==> config.mk <==
export PLATFORM = sky130hd
export DESIGN_NAME = connect4_turn_controller
export DESIGN_NICKNAME = d
export VERILOG_FILES = /design/src/rtl/connect4_turn_controller.sv
export SDC_FILE = /design/constraint.sdc
export NUM_CORES = 1
export LEC_CHECK = 0
export CAP_MARGIN = 40
export CORE_ASPECT_RATIO = 1.1
export CORE_MARGIN = 2
export CORE_UTILIZATION = 47
export CTS_CLUSTER_SIZE = 28
export DETAILED_ROUTE_END_ITERATION = 12
export GPL_TIMING_DRIVEN = 0
export PLACE_DENSITY_LB_ADDON = 0.2
export SYNTH_ARGS = -nofsm -noshare
export SYNTH_HDL_FRONTEND = slang
export SYNTH_SLANG_ARGS = --single-unit
==> constraint.sdc <==
create_clock -name clk -period 1.88 [get_ports clk]
set_clock_uncertainty 0.2 [all_clocks]
set_input_delay 0.564 -clock clk [delete_from_list [all_inputs] [get_ports clk]]
set_output_delay 0.564 -clock clk [all_outputs]
set_load 0.01 [all_outputs]
==> src/rtl/connect4_turn_controller.sv <==
// Connect-4 turn sequencer: accepts column moves, drops pieces into the lowest
// free row, hands the board to the win detector, and alternates players or ends
// the game on win, draw or full board. Owns the board registers.
module connect4_turn_controller #(
    parameter int COLS          = 4,
    parameter int ROWS          = 4,
    parameter int COL_W         = 4,
    parameter int CHECK_TIMEOUT = 15
) (
    input  logic                 clk,
    input  logic                 reset,
    input  logic                 move_req,
    input  logic [COL_W-1:0]     move_col,
    input  logic                 new_game,
    input  logic                 check_done,
    input  logic [1:0]           check_result,
    output logic                 check_start,
    output logic [COLS*ROWS-1:0] gameboard_out,
    output logic [COLS*ROWS-1:0] player_cells,
    output logic                 current_player,
    output logic [1:0]           game_status,
    output logic                 move_ack,
    output logic                 move_reject
);

    localparam int CELLS  = COLS * ROWS;
    localparam int CIDX_W = (COLS > 1) ? $clog2(COLS) : 1;
    localparam int HGT_W  = $clog2(ROWS + 1);
    localparam int IDX_W  = (CELLS > 1) ? $clog2(CELLS) : 1;
    localparam int CNT_W  = $clog2(CELLS + 1);
    localparam int TMR_W  = $clog2(CHECK_TIMEOUT + 1);

    typedef enum logic [2:0] {
        WAIT_MOVE,
        PLACE,
        CHECK,
        WAIT_CHECK,
        GAME_OVER
    } state_t;

    state_t            state;
    logic [HGT_W-1:0]  heights [COLS];
    logic [CNT_W-1:0]  move_count;
    logic [CIDX_W-1:0] col_q;
    logic [TMR_W-1:0]  timer;

    logic [CIDX_W-1:0] req_idx;
    logic              col_in_range;
    logic              col_full;
    logic [IDX_W-1:0]  place_idx;
    logic              resolve;
    logic [1:0]        eff_result;
    logic              is_win;

    // Decode the requested column, the drop cell and the check outcome
    always_comb begin
        req_idx      = move_col[CIDX_W-1:0];
        col_in_range = (move_col < COL_W'(COLS));
        col_full     = (heights[req_idx] == HGT_W'(ROWS));
        place_idx    = IDX_W'(heights[col_q]) * IDX_W'(COLS) + IDX_W'(col_q);
        // A timeout is resolved exactly like a "no win" answer
        resolve      = check_done || (timer >= TMR_W'(CHECK_TIMEOUT - 1));
        eff_result   = check_done ? check_result : 2'b00;
        is_win       = (eff_result == 2'b01) || (eff_result == 2'b10);
    end

    // Game FSM with registered outputs; new_game clears exactly like reset
    always_ff @(posedge clk) begin
        if (reset || new_game) begin
            state          <= WAIT_MOVE;
            for (int unsigned i = 0; i < COLS; i++) heights[i] <= '0;
            move_count     <= '0;
            col_q          <= '0;
            timer          <= '0;
            check_start    <= 1'b0;
            gameboard_out  <= '0;
            player_cells   <= '0;
            current_player <= 1'b0;
            game_status    <= 2'b00;
            move_ack       <= 1'b0;
            move_reject    <= 1'b0;
        end else begin
            check_start <= 1'b0;
            move_ack    <= 1'b0;
            move_reject <= 1'b0;
            case (state)
                WAIT_MOVE: begin
                    if (move_req) begin
                        if (!col_in_range || col_full) begin
                            move_reject <= 1'b1;
                        end else begin
                            col_q <= req_idx;
                            state <= PLACE;
                        end
                    end
                end
                PLACE: begin
                    gameboard_out[place_idx] <= 1'b1;
                    player_cells[place_idx]  <= current_player;
                    heights[col_q]           <= heights[col_q] + 1'b1;
                    move_count               <= move_count + 1'b1;
                    check_start              <= 1'b1;
                    state                    <= CHECK;
                end
                CHECK: begin
                    timer <= TMR_W'(1);
                    state <= WAIT_CHECK;
                end
                WAIT_CHECK: begin
                    if (resolve) begin
                        if (is_win) begin
                            game_status <= eff_result;
                            state       <= GAME_OVER;
                        end else if (move_count == CNT_W'(CELLS)) begin
                            game_status <= 2'b11;
                            state       <= GAME_OVER;
                        end else begin
                            current_player <= ~current_player;
                            move_ack       <= 1'b1;
                            state          <= WAIT_MOVE;
                        end
                    end else begin
                        timer <= timer + 1'b1;
                    end
                end
                GAME_OVER: begin
                    state <= GAME_OVER;
                end
                default: state <= WAIT_MOVE;
            endcase
        end
    end

endmodule

* Word-level counts from Yosys, hierarchy flattened *
Memories as Yosys holds them, arrays and structs flattened. A register that Yosys moved wholly into a read port is not among the register bits.
Cells that the tools add are included.

storage, ports and cells
  register bits after elaboration = 52
  logic and storage cells = 84
  memories kept = 1
  output and inout port bits = 38
  bits in writable memories = 12

cells by class
  add/sub/neg operators = 4
  reduce and logical (&&, ||, !) cells = 17
  bitwise gates (word level) = 9
  eq/ne operators = 12
  magnitude comparators = 4
  muxes and demuxes = 26

memory list
  memory   words  bits a word  read ports  clocked after Yosys merged registers in  wr ports  RTL line  text
  heights  4      3            2           1                                        4         42        logic [HGT_W-1:0] heights [COLS];

operator list
  operator             count
  $mux 3               6
  $bwmux 16            1
  $or 16x16->16        1
  $pmux 3 s5           1
  $mux 2               6
  $mux 1               9
  $reduce_and 3->1     3
  $ne 2x2->1 const B   4
  $not 1->1            8
  $pmux 4 s2           1
  $eq 3x2->1 const B   2
  $eq 3x3->1 const B   2
  $reduce_or 3->1      2
  $add 5x1->5 const B  1
  $eq 5x5->1 const B   1
  $lt 4x5->1 const B   1
  $add 4x1->4 const B  1
  $add 4x2->4          1
  $demux 1 s4          1
  $ge 4x1->1 const B   1
  $ge 4x4->1 const B   1
  $logic_or 1x1->1     4
  $lt 4x3->1 const B   1
  $mux 4               1
  11 further kinds     12

* Longest topological paths before layout *
Gate-level depths: netlist (run 1).

  depth after elaboration = 7
  gate-level depth with buffers = 7
  depth with buffers taken out = 6

* Worst setup path before layout (run 1) *
Ideal clock, no wire load.

  path type = register to register
  start = reg (tool-made name)
  end = mem heights[0][2] (netlist bit), data pin
  cell stages (with the launch flop) = 6
  slack = -0.101 ns
  data required time = 1.411 ns
  arrival = 1.513 ns
  cell sequence = dfxtp_1 mux4_2 ha_1 xor2_1 nand2_1 nor3_1

RTL lines
  what              RTL line
  end: declaration  42

==> results by group, run 1 <==
GRT
  • Grt ovf: 0
  • First-pass GRT wire length: 10,400 um
  • GRT Resource Usage Total: 0.201
  • Largest net degree at the start of global routing: 12
  • Initial antenna violation count: 0
  • Number of global-route vias before repair: 2,212

Critical path
  • CP Launch Type: flip-flop
  • CP delay by family, top: multiplexers
  • Cell Chain, Critical Path: mux4_2, ha_4, xor2_1, nand2_2, nor3_2
  • Worst setup EP type: flip-flop
  • Worst path bufs/invs: 0
  • CP arrival: 2070 ps
  • Max stage delay on crit path: 580 ps
  • Crit Path Category: reg2reg
  • Crit-path slowest cell: mux4_2
  • Worst Path Required: 1880 ps
  • Worst Path Max Fanout: 4

Hold path
  • Hold Crit Class: reg2reg

Power and ir drop
  • Pwr/cell area: 712 nW/um2
  • Pleak: 1.71 nW
  • VDD IR max: 0.000445 V

Timing
  • Fmax: 484 MHz
  • Final hold slack: 247 ps
  • Slew @ Worst Pin: 634 ps
  • Setup_tns: -2230 ps
  • Setup-failing EPs final: 28
  • Fin crit share: 1.10
  • Rel. slew slack: 0.576
  • Period minus WS final: 2070 ps
  • RSZ-0062 raised after global routing: true
  • Setup slack after layout: -188 ps
  • Fin. Hold Viols: 0
  • Slew Limit Fails: 0

Drt
  • DRT iter0 DRCs: around 220
  • WL/cell: 15.0 um
  • Final Routed Wirelength: 6640 um
  • Antenna Nets Post-Route: 0
  • Vias: 2,309
  • Detailed-router iteration count before antenna repair: 4
  • # DRC: 0
  • Vias per cell: 5.21

Final layout
  • Area delta synth->final: 40.1%
  • Non-filler cells, final: 443
  • Layout cells sized above 1: 0.260
  • # nets final: 382
  • Ant. Diodes: 0
  • FILL cells: 475
  • Final Cell Area: between 3000 and 4000 um2

Placed design
  • Place WS: -615 ps
  • Placed inst area: 3420 um2
  • DP HPWL: ~4400 um
  • Gp weighted congestion: between 0.8 and 0.9
  • Inst Count DP: 414
  • PortBufs: 48

Logic synthesis
  • Most instantiated cells after synthesis: dfxtp_1 (54), nor2_1 (35), inv_1 (29)
  • Most common cell in the netlist: dfxtp_1
  • Synth area leaders: dfxtp_1 (38%), edfxtp_1 (13%), mux2i_1 (6.7%)
  • EDFF count, synth: 12
  • Predominant post-synthesis flop cell: dfxtp_1
  • Top-area cell type share of the netlist area: 0.382
  • Synth Instances: 289
  • Fraction of registers with async set/reset: 0
  • Mapped Nets: 310
  • Area leader, netlist: dfxtp_1
  • #FFs+latches synth: 66
  • Sequential area share after synthesis: 0.510
  • Synth unique cells: 43
  • Mapped Area: about 2800 um2
  • Mean Syn Cell Area: 9.78 um2
  • Synth Warn #: 0

Clocking
  • Num CTS Buffers: 9
  • CTS sink cnt: 66
  • Deepest clock path buffer count: 2
  • Clock-pin slew on the worst setup and hold paths: roughly 70 ps
  • Worst skew pair latency: 350 ps
  • CTS tree: yes
  • Root Driver: clkbuf_8
  • Hold-fix buffers, CTS: 0
  • CTS H-tree lvls: 3

Status
  • Failing checks: negative setup slack
  • Status: complete, but fails checks

Die
  • Die height: 85.3 um
  • Initial core utilization: 0.487
  • Num rows: 29
  • Core Region: approximately 5800 um2
  • Chip width: 77.9 um
  • Die area: 6650 um2
  • I/O pin count: 49

Run
  • Max-cap viol count: 0
[flip-flops by register name (all words and copies together), names as in the netlist, 2 cells and up, named ones only]
signal / flops
timer: 4
gameboard_out: 16
move_count: 5
state: 3
col_q: 2
heights: 12
player_cells: 16
game_status: 2
[power by group]
| group | internal [mW] | switching, mW |
|---|---|---|
| combinational | 0.0843 | 0.0974 |
| sequential | 1.45 | 0.00839 |
| clock | 0.646 | 0.536 |
| total | 2.18 | 0.642 |
[path summary, 6_finish.rpt]
check	from	to	slack, ps	cells after the start
min reg2reg	gameboard_out[13]$_SDFFE_PP0P_	gameboard_out[13]$_SDFFE_PP0P_	250	2
max	heights[0][0]$_SDFFCE_PN0P_	heights[0][2]$_SDFFCE_PN0P_	-190	5
max reg2reg	heights[0][0]$_SDFFCE_PN0P_	heights[0][2]$_SDFFCE_PN0P_	-190	5
min	gameboard_out[13]$_SDFFE_PP0P_	gameboard_out[13]$_SDFFE_PP0P_	250	2
[tightest hold or removal path: stages (launching register included)]
cell and delay [ps]:
dfxtp_1 310, inv_1 50, a21oi_1 50
[cell type report]
| class | instances | area [um2] | share of cell area |
|---|---|---|---|
| buffer | 14 | 82.6 | 0.0209 |
| clock buffer | 13 | 149 | 0.0376 |
| clock inverter | 3 | 40.0 | 0.0101 |
| inverter | 29 | 111 | 0.0281 |
| multi-input combinational | 180 | 1490 | 0.376 |
| sequential | 66 | 1450 | 0.366 |
| tap | 77 | 96.3 | 0.0243 |
| timing repair buffer | 61 | 541 | 0.136 |
[per-stage QoR]
step	utilization	total power [mW]
3_3_place_gp	0.589	1.61
5_1_grt	0.682	2.89
6_report	0.682	2.82
3_5_place_dp	0.589	1.62
4_1_cts	0.642	2.78
2_1_floorplan	-	1.56
[repair_timing]
action	in CTS	in global routing
resized for setup	75	47
setup endpoints to repair	103	62
pin swaps	12	17
setup buffers	8	6
[layout by cell type, fill, tap and decap left out, drive strengths merged, types with 3 or more instances in the layout]
master,count
ha,10
xor2,4
nand4,7
clkbuf,18
mux2i,19
nor4b,3
dfxtp,54
buf,22
a21oi,20
o21ai,8
nand2b,3
nor3,4
a31oi,3
dlygate4sd2,41
nand2,18
mux4,3
edfxtp,12
nor2b,3
a211oi,3
nand3,14
clkdlybuf4s50,6
inv,29
nor2,36
[per-layer routing]
| metal | vias up | track usage | part of all wire |
|---|---|---|---|
| met3 | 9 | 0.0447 | 0.048 |
| li1 | 1137 | - | - |
| met1 | 1104 | 0.251 | 0.44 |
| met5 | - | 0 | 0 |
| met2 | 59 | 0.325 | 0.49 |
| met4 | 0 | 0.112 | 0.022 |
[logic make-up (layout without fill, tap and decap cells)]
logic type,after synthesis,in the layout,synth area share
buffers and inverters,43,120,0.0620
adders and majority gates,10,10,0.0443
DFF,66,66,0.510
muxes,22,22,0.0912
AOI/OAI and AO/OA,41,41,0.0916
and+or+nand+nor,102,102,0.185
xor gates and xnor gates,5,5,0.0155
No activity file was read; power rests on OpenSTA's default activity.
==> inputs of run 2 (changes only) <==
--- a/config.mk
+++ b/config.mk
@@ -5,7 +5,6 @@
 export SDC_FILE = /design/constraint.sdc
 export NUM_CORES = 1
 export LEC_CHECK = 0
-export CAP_MARGIN = 40
 export CORE_ASPECT_RATIO = 1.1
 export CORE_MARGIN = 2
 export CORE_UTILIZATION = 47
==> results of run 2 <==
Same layout as run 1: the final DEF is identical, and so are final timing and power.
==> inputs of run 3 (changes only) <==
--- a/config.mk
+++ b/config.mk
@@ -11,6 +11,7 @@
 export CTS_CLUSTER_SIZE = 28
 export DETAILED_ROUTE_END_ITERATION = 12
 export GPL_TIMING_DRIVEN = 0
+export HOLD_SLACK_MARGIN = 0.1
 export PLACE_DENSITY_LB_ADDON = 0.2
 export SYNTH_ARGS = -nofsm -noshare
 export SYNTH_HDL_FRONTEND = slang
==> results of run 3 <==
Same layout as run 1: the final DEF is identical, and so are final timing and power.
